--- src/rtl/diff_pkg.sv ---
// Shared encodings for the sequential differing-bit scan unit.
package diff_pkg;

    localparam logic [1:0] S_IDLE = 2'd0;
    localparam logic [1:0] S_SCAN = 2'd1;
    localparam logic [1:0] S_DONE = 2'd2;

    localparam logic MODE_LSB = 1'b0;
    localparam logic MODE_MSB = 1'b1;

endpackage

--- src/rtl/diff_prio_enc.sv ---
// Chunk priority encoder: finds the lowest or highest set bit of one chunk.
module diff_prio_enc
    import diff_pkg::*;
#(
    parameter int CHUNK = 8,
    localparam int OW = (CHUNK > 1) ? $clog2(CHUNK) : 1
) (
    input  logic [CHUNK-1:0] chunk,
    input  logic             dir,
    output logic [OW-1:0]    offset,
    output logic             hit
);

    // Later loop iterations win, so the loop order picks the direction.
    always_comb begin
        offset = '0;
        hit    = 1'b0;
        if (dir == MODE_LSB) begin
            for (int i = CHUNK - 1; i >= 0; i--) begin
                if (chunk[i]) begin
                    hit    = 1'b1;
                    offset = OW'(i);
                end
            end
        end else begin
            for (int i = 0; i < CHUNK; i++) begin
                if (chunk[i]) begin
                    hit    = 1'b1;
                    offset = OW'(i);
                end
            end
        end
    end

endmodule

--- src/rtl/diff_scan_unit.sv ---
// Multi-cycle lowest/highest differing-bit unit scanning a^b CHUNK bits per cycle.
// Define DIFF_POPCNT_EN to add the hamming output (disables early termination).
module diff_scan_unit
    import diff_pkg::*;
#(
    parameter int WIDTH = 32,
    parameter int CHUNK = 8,
    localparam int IDXW = $clog2(WIDTH)
) (
    input  logic             clk,
    input  logic             rst_n,
    input  logic             in_valid,
    output logic             in_ready,
    input  logic [WIDTH-1:0] a,
    input  logic [WIDTH-1:0] b,
    input  logic             mode,
    output logic             out_valid,
    input  logic             out_ready,
    output logic [IDXW-1:0]  diff_idx,
    output logic             eq
`ifdef DIFF_POPCNT_EN
    ,
    output logic [IDXW:0]    hamming
`endif
);

    localparam int NCH = WIDTH / CHUNK;
    localparam int PW  = (NCH > 1) ? $clog2(NCH) : 1;
    localparam int OW  = (CHUNK > 1) ? $clog2(CHUNK) : 1;

    logic [1:0]       state_q, state_d;
    logic [WIDTH-1:0] x_q, x_d;
    logic [PW-1:0]    ptr_q, ptr_d;
    logic             mode_q, mode_d;
    logic [IDXW-1:0]  idx_q, idx_d;
    logic             eq_q, eq_d;

    logic [PW-1:0]    cidx;
    logic [CHUNK-1:0] chunk;
    logic [OW-1:0]    offset;
    logic             hit;
    logic [IDXW-1:0]  hit_idx;
    logic             last;

`ifdef DIFF_POPCNT_EN
    logic [IDXW:0]    acc_q, acc_d;
    logic [IDXW:0]    pc;
    logic             found_q, found_d;
`endif

    // MSB mode walks chunks from the top down.
    assign cidx    = (mode_q == MODE_MSB) ? PW'(NCH - 1) - ptr_q : ptr_q;
    assign chunk   = x_q[int'(cidx) * CHUNK +: CHUNK];
    assign hit_idx = IDXW'(int'(cidx) * CHUNK + int'(offset));
    assign last    = (ptr_q == PW'(NCH - 1));

    diff_prio_enc #(.CHUNK(CHUNK)) u_enc (
        .chunk  (chunk),
        .dir    (mode_q),
        .offset (offset),
        .hit    (hit)
    );

`ifdef DIFF_POPCNT_EN
    always_comb begin
        pc = '0;
        for (int i = 0; i < CHUNK; i++) begin
            pc = pc + (IDXW + 1)'(chunk[i]);
        end
    end
`endif

    always_ff @(posedge clk or negedge rst_n) begin
        if (!rst_n) begin
            state_q <= S_IDLE;
            x_q     <= '0;
            ptr_q   <= '0;
            mode_q  <= MODE_LSB;
            idx_q   <= '0;
            eq_q    <= 1'b0;
`ifdef DIFF_POPCNT_EN
            acc_q   <= '0;
            found_q <= 1'b0;
`endif
        end else begin
            state_q <= state_d;
            x_q     <= x_d;
            ptr_q   <= ptr_d;
            mode_q  <= mode_d;
            idx_q   <= idx_d;
            eq_q    <= eq_d;
`ifdef DIFF_POPCNT_EN
            acc_q   <= acc_d;
            found_q <= found_d;
`endif
        end
    end

    always_comb begin
        state_d = state_q;
        x_d     = x_q;
        ptr_d   = ptr_q;
        mode_d  = mode_q;
        idx_d   = idx_q;
        eq_d    = eq_q;
`ifdef DIFF_POPCNT_EN
        acc_d   = acc_q;
        found_d = found_q;
`endif
        case (state_q)
            S_IDLE: begin
                if (in_valid) begin
                    x_d     = a ^ b;
                    mode_d  = mode;
                    ptr_d   = '0;
                    state_d = S_SCAN;
`ifdef DIFF_POPCNT_EN
                    acc_d   = '0;
                    found_d = 1'b0;
`endif
                end
            end
            S_SCAN: begin
`ifdef DIFF_POPCNT_EN
                acc_d = acc_q + pc;
                if (hit && !found_q) begin
                    idx_d   = hit_idx;
                    found_d = 1'b1;
                end
                if (last) begin
                    eq_d    = !(found_q || hit);
                    if (!(found_q || hit)) idx_d = '0;
                    state_d = S_DONE;
                end else begin
                    ptr_d = ptr_q + PW'(1);
                end
`else
                if (hit) begin
                    idx_d   = hit_idx;
                    eq_d    = 1'b0;
                    state_d = S_DONE;
                end else if (last) begin
                    idx_d   = '0;
                    eq_d    = 1'b1;
                    state_d = S_DONE;
                end else begin
                    ptr_d = ptr_q + PW'(1);
                end
`endif
            end
            S_DONE: begin
                if (out_ready) state_d = S_IDLE;
            end
            default: state_d = S_IDLE;
        endcase
    end

    always_comb begin
        in_ready  = (state_q == S_IDLE);
        out_valid = (state_q == S_DONE);
        diff_idx  = idx_q;
        eq        = eq_q;
`ifdef DIFF_POPCNT_EN
        hamming   = acc_q;
`endif
    end

endmodule
--- config.mk ---
export PLATFORM = sky130hd
export DESIGN_NAME = diff_scan_unit
export DESIGN_NICKNAME = d
export VERILOG_FILES = /design/src/rtl/diff_pkg.sv /design/src/rtl/diff_prio_enc.sv /design/src/rtl/diff_scan_unit.sv
export SDC_FILE = /design/constraint.sdc
export NUM_CORES = 1
export LEC_CHECK = 0
export CORE_MARGIN = 5
export CORE_UTILIZATION = 27
export CTS_CLUSTER_SIZE = 25
export DETAILED_ROUTE_END_ITERATION = 10
export PLACE_DENSITY = 0.63
export SLEW_MARGIN = 10
export SYNTH_ARGS = -nofsm -noshare
export SYNTH_HDL_FRONTEND = slang
export SYNTH_HIERARCHICAL = 1
export SYNTH_SLANG_ARGS = --single-unit
--- constraint.sdc ---
create_clock -name clk -period 6.53 [get_ports clk]
set_input_delay 0.9795 -clock clk [delete_from_list [all_inputs] [get_ports clk]]
set_output_delay 0.9795 -clock clk [all_outputs]
set_load 0.01 [all_outputs]
==> results of run 1 <==
-- area by class of cell --
| cell class | instances | area share (%) |
|---|---|---|
| multi-input combinational | 154 | 35.0 |
| sequential | 43 | 33.7 |
| timing repair buffer | 77 | 23.9 |
| tap | 105 | 4.11 |
| clock buffer | 6 | 2.59 |
| clock inverter | 2 | 0.509 |
| inverter | 2 | 0.235 |
-- final timing paths --
| path | from | end |
|---|---|---|
| setup / recovery | mode_q$_DFFE_PN0P_ | state_q[1]$_DFFE_PN0P_ |
| hold / removal | diff_idx[0]$_DFFE_PN0P_ | diff_idx[0]$_DFFE_PN0P_ |
| setup reg to reg | mode_q$_DFFE_PN0P_ | state_q[1]$_DFFE_PN0P_ |
| hold reg to reg | diff_idx[0]$_DFFE_PN0P_ | diff_idx[0]$_DFFE_PN0P_ |
| max in group asynchronous | rst_n | x_q[17]$_DFFE_PN0P_ |
| min in group asynchronous | rst_n | x_q[20]$_DFFE_PN0P_ |
-- cells in the mapped netlist, drive strengths merged, types with 5 or more instances --
cell	number
o21ai	5
mux4	8
dfrtp	43
a22o	6
nor2	41
nor2b	5
a21oi	34
xnor2	33
buf	5
-- per-layer routing --
| metal | vias up | wire, microns |
|---|---|---|
| met1 | 821 | 2180 |
| met5 | - | 0 |
| li1 | 886 | - |
| met3 | 5 | 297 |
| met2 | 47 | 2430 |
| met4 | 0 | 34 |
-- per-stage QoR --
step | instances | util, % | area, sq um
3_5_place_dp | 381 | 38.1 | 3100
3_3_place_gp | 381 | 38.1 | 3100
6_report | 389 | 39.3 | 3190
4_1_cts | 389 | 39.3 | 3190
5_1_grt | 389 | 39.3 | 3190
2_1_floorplan | 206 | - | 2230
-- where the power goes --
group          internal [mW]  switching (mW)  leakage (nW)
sequential             0.384          0.0815         0.491
combinational          0.274           0.244         0.683
clock                 0.0863          0.0905        0.0474
-- worst max-delay path: stages, from the launching register on --
cell	delay (ps)
dfrtp_1	510
xnor2_2	550
mux4_1	720
nor4_1	440
nand2_1	200
o21ai_0	620
o21ai_0	200
-- kinds of logic after synthesis --
| kind of cell | Yosys count | synth area share [%] |
|---|---|---|
| buffers and inverters | 9 | 1.80 |
| XOR/XNOR | 34 | 13.7 |
| multiplexers | 10 | 10.4 |
| AO/OA/AOI/OAI | 52 | 14.0 |
| flip-flops | 43 | 48.3 |
| adder cells (fa/ha/maj) | 1 | 0.561 |
| AND/OR/NAND/NOR | 57 | 11.2 |
-- sequential cells by signal, summed over array words and instances, names as in the netlist --
name and count:
ptr_q 2, eq 1, diff_idx 5, x_q 32, state_q 2, mode_q 1
==> impl_results.md, run 1 <==
- Final wirelength: 4940 microns
- Clock transition at path regs: 80 ps
- Commonest non-fill, non-tap cell in the layout: clkdlybuf4s50_1
- Ys async rst share: between 90% and 100%
- Hold-fix buffers, CTS: 0
- Largest net degree at the start of global routing: 67
- Worst vdd ir: 0.106 mV
- Die ar.: 0.0102 sq mm
- Initial Util: a little over a quarter
- Layout cells sized above 1: 5.99%
- Worst r2r path cells: 6
- Vias in the first global route: 1820
- Final Critical Period: 3400 ps
- Cts repair resizes: 0
- Number of diodes: 0
- Pins over their slew limit: 0
- Final Hold Viols: 0
- Global Route met3 Usage: 3.53%
- Required time of the critical path: between 6000 and 7000 ps
- Grt peak-use layer: met2
- Reg2Reg Setup Slack: 3130 ps
- Hold Path Depth: 1
- Mean Syn Cell Area: between 10 and 15 sq um
- Area of the multi-input gates: between 0.001 and 0.0015 sq mm
- Die Wd: 101 microns
- Setup violations, final: 0
- DR DRC count: 0
- Syn-to-layout area delta: 43.3%
- Final setup TNS: 0 ps
- Met1 Use GR: 13.2%
- Most frequent cells in the layout: clkdlybuf4s50_1, dfrtp_1, nor2_1
- Max Freq: 295 MHz
- Slew @ Worst Pin: 928 ps
- Overflow after GRT: 0
- Synthesis Warnings: 6
- Max clock buf depth: 2
- Register area: 0.00108 sq mm
- Setup slack after layout: 3130 ps
- Flip-flop and latch count after synthesis: 43
- Pwr Total: ~1.2 mW
- Leak pwr: 1.22 nW
- Outcome: finished clean
- Main synth FF type: dfrtp_1
- 1st-iter DRT viols: 60
- Nets: between 300 and 400
- Startpoint Class: flip-flop
- WP data arrival: about 3500 ps
- Routed len/inst: 12.7 microns
- Core ar.: around 0.0081 sq mm
- Met2 global-route usage: 17.1%
- Seq/Total Area, Yosys: 48.3%
- Post-synth EDFFs: 0
- RSZ-0062 raised after global routing: no
- TritonCTS clock tree: done
- First-pass GRT wire length: ~8400 microns
- Net Count, Synth: about 280
- Die Y: between 100 and 150 microns
- Post-Synthesis Cells: 206
- Final Skew: 7.80 ps
- Synth top area share: 48.3%
- Critical setup path kind: reg2reg
- Vias/cell: 4.52
- Pwr/cell area: around 360 mW/mm^2
- Critical Path End Type: flip-flop
- Fillcell total: 801
- Root Buffer: clkbuf_8
- Top cells by area, synth: dfrtp_1, xnor2_1, mux4_1
- Largest area contributor in the netlist: dfrtp_1
- Cell Rows: 33
- Dpl ws: around 3200 ps
- Post-CTS Setup Bufs: 0
- Crit-path max FO: 10
- Initial antenna violation count: 0
- Clk_lat worst skew: 300 ps
- Num CTS Buffers: 5
- Synth cell types: 31
- Final HPWL DP: about 4000 microns
- I/O pins: 77
- Max-cap violations: 0
- Period utilization: 52.0%
- Max-slew headroom: 38.1%
- H-tree depth: 2
- Worst Hold Class: reg2reg
- Final GP Congestion: 0.942
- Buffers on Ports: 76
- CTS sink count: 43
- WHS: 507 ps
- Post-Syn Area: 0.00223 sq mm
- Antenna-violating nets left: 0
- Number of detailed-route iterations in the first pass: 4
- Vias: around 1800
- Global Route Usage Sum: 10.5%
Note: power is estimated with default switching activity, not from simulation.
==> run 2: changes to the inputs <==
Settings changed: PLACE_DENSITY 0.63 to 0.65.
Clock period 6.53 ns to 3 ns, I/O delays scaled along.
==> run 2 against run 1 <==
  * Clock power rose to 3.0 times the previous value
  * Non-clock buffer count up 9
  * Global-route usage down 0.28 points
  * Largest cell class unchanged
  * Critical path depth increased by 3
  * Total power rose by 140%
  * Flip-flop and latch count stayed put
  * Sequential share of layout area shrank 1.3 points
==> impl_results.md, run 2 (synthesis gave the netlist of run 1 again) <==
- Outcome: finished clean
- Antenna-violating nets left: 0 (unchanged)
- Cell Area, Placed: 0.00317 sq mm (+2.3%)
- Final HPWL DP: 3920 microns (+0.33%)
- Crit-path max FO: 8 (-2)
- Final Skew: 5.15 ps (-2.65 ps)
- Routed len/inst: 12.5 microns (-1.8%)
- Final GP Congestion: 0.858 (-8.9%)
- Fillcell total: 777 (-3.0%)
- Pins over their slew limit: 0 (unchanged)
- Max-cap violations: 0 (unchanged)
- Most frequent cells in the layout: clkdlybuf4s50_1, dfrtp_1, nor2_1
- TritonCTS clock tree: done
- Final Hold Viols: 0 (unchanged)
- Die ar.: 0.0102 sq mm (unchanged)
- Clk network pwr share: 19.0% (+3.8 points)
- Leak pwr: 1.29 nW (+5.3%)
- Most flops, register: x_q
- Slew @ Worst Pin: 921 ps (-7.06 ps)
- RSZ-0062 raised after global routing: no
- Max clock buf depth: 2 (unchanged)
- Final wirelength: 4960 microns (+0.43%)
- Final Critical Period: 2830 ps (-562 ps)
- Initial antenna violation count: 0 (unchanged)
- Worst Hold Class: in2async
- Max reg flops: 32 (unchanged)
- Internal power: 1.85 mW (+150%)
- Area of the multi-input gates: 0.00113 sq mm (+1.2%)
- Syn-to-layout area delta: 49.2%
- Overflow after GRT: 0 (unchanged)
- 1st-iter DRT viols: 77 (+28%)
- Hold-fix buffers, CTS: 0 (unchanged)
- Num CTS Buffers: 5 (unchanged)
- Max-slew headroom: 38.6% (+0.47 points)
- Max Freq: 353 MHz (+20%)
- Comb power frac: 45.1% (+0.5 points)
- WP data arrival: 3020 ps (-510 ps)
- Cell Rows: 33 (unchanged)
- Clk_lat worst skew: 290 ps (about the same)
- Sw Share: 33.6% (-2.2 points)
- Core ar.: 0.00813 sq mm (unchanged)
- Global Route Usage Sum: 10.2% (-0.28 points)
- Buffers on Ports: 76 (unchanged)
- Switching power: 937 uW (+130%)
- Register area: 0.00108 sq mm (unchanged)
- Initial Util: 27.4% (unchanged)
- Placed cell count: 389 (+2.1%)
- Commonest non-fill, non-tap cell in the layout: clkdlybuf4s50_1
- H-tree depth: 2 (unchanged)
- Number of detailed-route iterations in the first pass: 4 (unchanged)
- Period utilization: 94.4% (+42 points)
- I/O pins: 77 (unchanged)
- CTS sink count: 43 (unchanged)
- Seq pwr share: 35.8% (-4.3 points)
- Required time of the critical path: 3190 ps (-3470 ps)
- Layout cells sized above 1: 9.90% (+3.9 points)
- Setup violations, final: 0 (unchanged)
- Vias: 1791 (+1.8%)
- Vias/cell: 4.50 (-0.48%)
- Die Y: 101 microns (unchanged)
- Number of diodes: 0 (unchanged)
- Non-Filler Instances: 398 (+2.3%)
- Startpoint Class: flip-flop
- Nets: 362 (+2.5%)
- Critical Path End Type: flip-flop
- Worst vdd ir: 0.245 mV (+130%)
- Final instance area: 0.00333 sq mm (+4.1%)
- Pwr/cell area: 838 mW/mm^2 (+130%)
- Vias in the first global route: 1758 (-3.4%)
- First-pass GRT wire length: 8110 microns (-2.9%)
- DR DRC count: 0 (unchanged)
- Die Wd: 101 microns (unchanged)
- Final setup TNS: 0 ps (unchanged)
- Largest net degree at the start of global routing: 57 (-15%)
- Root Buffer: clkbuf_8
- Clock transition at path regs: 80 ps (about the same)
- Critical setup path kind: reg2reg
-- run 2: cell count changes in the layout (fill, tap and decap cells not counted), sizes merged --
cell    change
buf         +9
bufinv      +2
clkbuf      -1
clkinv      -1
-- run 2: metrics by stage --
stage | util [%] | hold slack [ps] | setup WS (ps) | power (mW)
final | 40.9 | 286 | 167 | 2.79
after global routing | 40.9 | 371 | 5.68 | 3.00
after CTS | 40.6 | 317 | 39.4 | 2.78
after detailed placement | 38.9 | 489 | 57.6 | 2.24
after global placement | 38.9 | 490 | 130 | 2.21
after floorplan | - | 154 | 80.5 | 1.76
-- run 2: worst max-delay path, stage by stage, from the launching register on --
cell and delay (ps):
dfrtp_1 410, xnor2_2 250, buf_12 170, mux4_1 600
or2_4 290, nor3_2 130, nand2_1 150, nor2_2 190
mux2_2 350, a22o_1 170
-- run 2: cell type report --
type                    instances  area share, %
flip-flops and latches         43           32.4
clock buffers                   5           2.07
multi-input cells             154           34.0
inverters                       2          0.226
repair buffers                 86           25.4
clock inverters                 3           2.03
well taps                     105           3.95
-- run 2: metal layers --
metal | wire length [microns] | track usage, % | part of all wire, % | vias to the layer above
met5 | 0 | 0 | 0 | -
met4 | 21 | 3.11 | 0.42 | 0
met3 | 321 | 3.53 | 6.5 | 2
met2 | 2500 | 16.4 | 50 | 58
met1 | 2120 | 13.0 | 43 | 833
li1 | - | - | - | 898
-- run 2: repair_timing --
action / CTS / global route
resized for setup: 0 / 3
setup endpoints to repair: 0 / 6
setup buffers: 0 / 1
-- run 2: power groups by stage --
stage               registers, mW  clock network [mW]  logic, mW
finish                      0.999               0.531       1.26
floorplan                   0.971                   0      0.791
global placement             1.01                   0       1.20
detailed placement           1.01                   0       1.23
global route                 1.03               0.566       1.40
CTS                          1.00               0.543       1.23
-- run 2: path summary, 6_finish.rpt --
| check | from | endpoint | slack, ps | cells past startpoint |
|---|---|---|---|---|
| max | mode_q$_DFFE_PN0P_ | ptr_q[0]$_DFFE_PN0P_ | 170 | 9 |
| min | rst_n | state_q[1]$_DFFE_PN0P_ | 290 | 1 |
| max reg2reg | mode_q$_DFFE_PN0P_ | ptr_q[0]$_DFFE_PN0P_ | 170 | 9 |
| min reg2reg | diff_idx[2]$_DFFE_PN0P_ | diff_idx[2]$_DFFE_PN0P_ | 500 | 1 |
| max in group asynchronous | rst_n | x_q[24]$_DFFE_PN0P_ | 2140 | 1 |
| min in group clk | diff_idx[2]$_DFFE_PN0P_ | diff_idx[2]$_DFFE_PN0P_ | 500 | 1 |
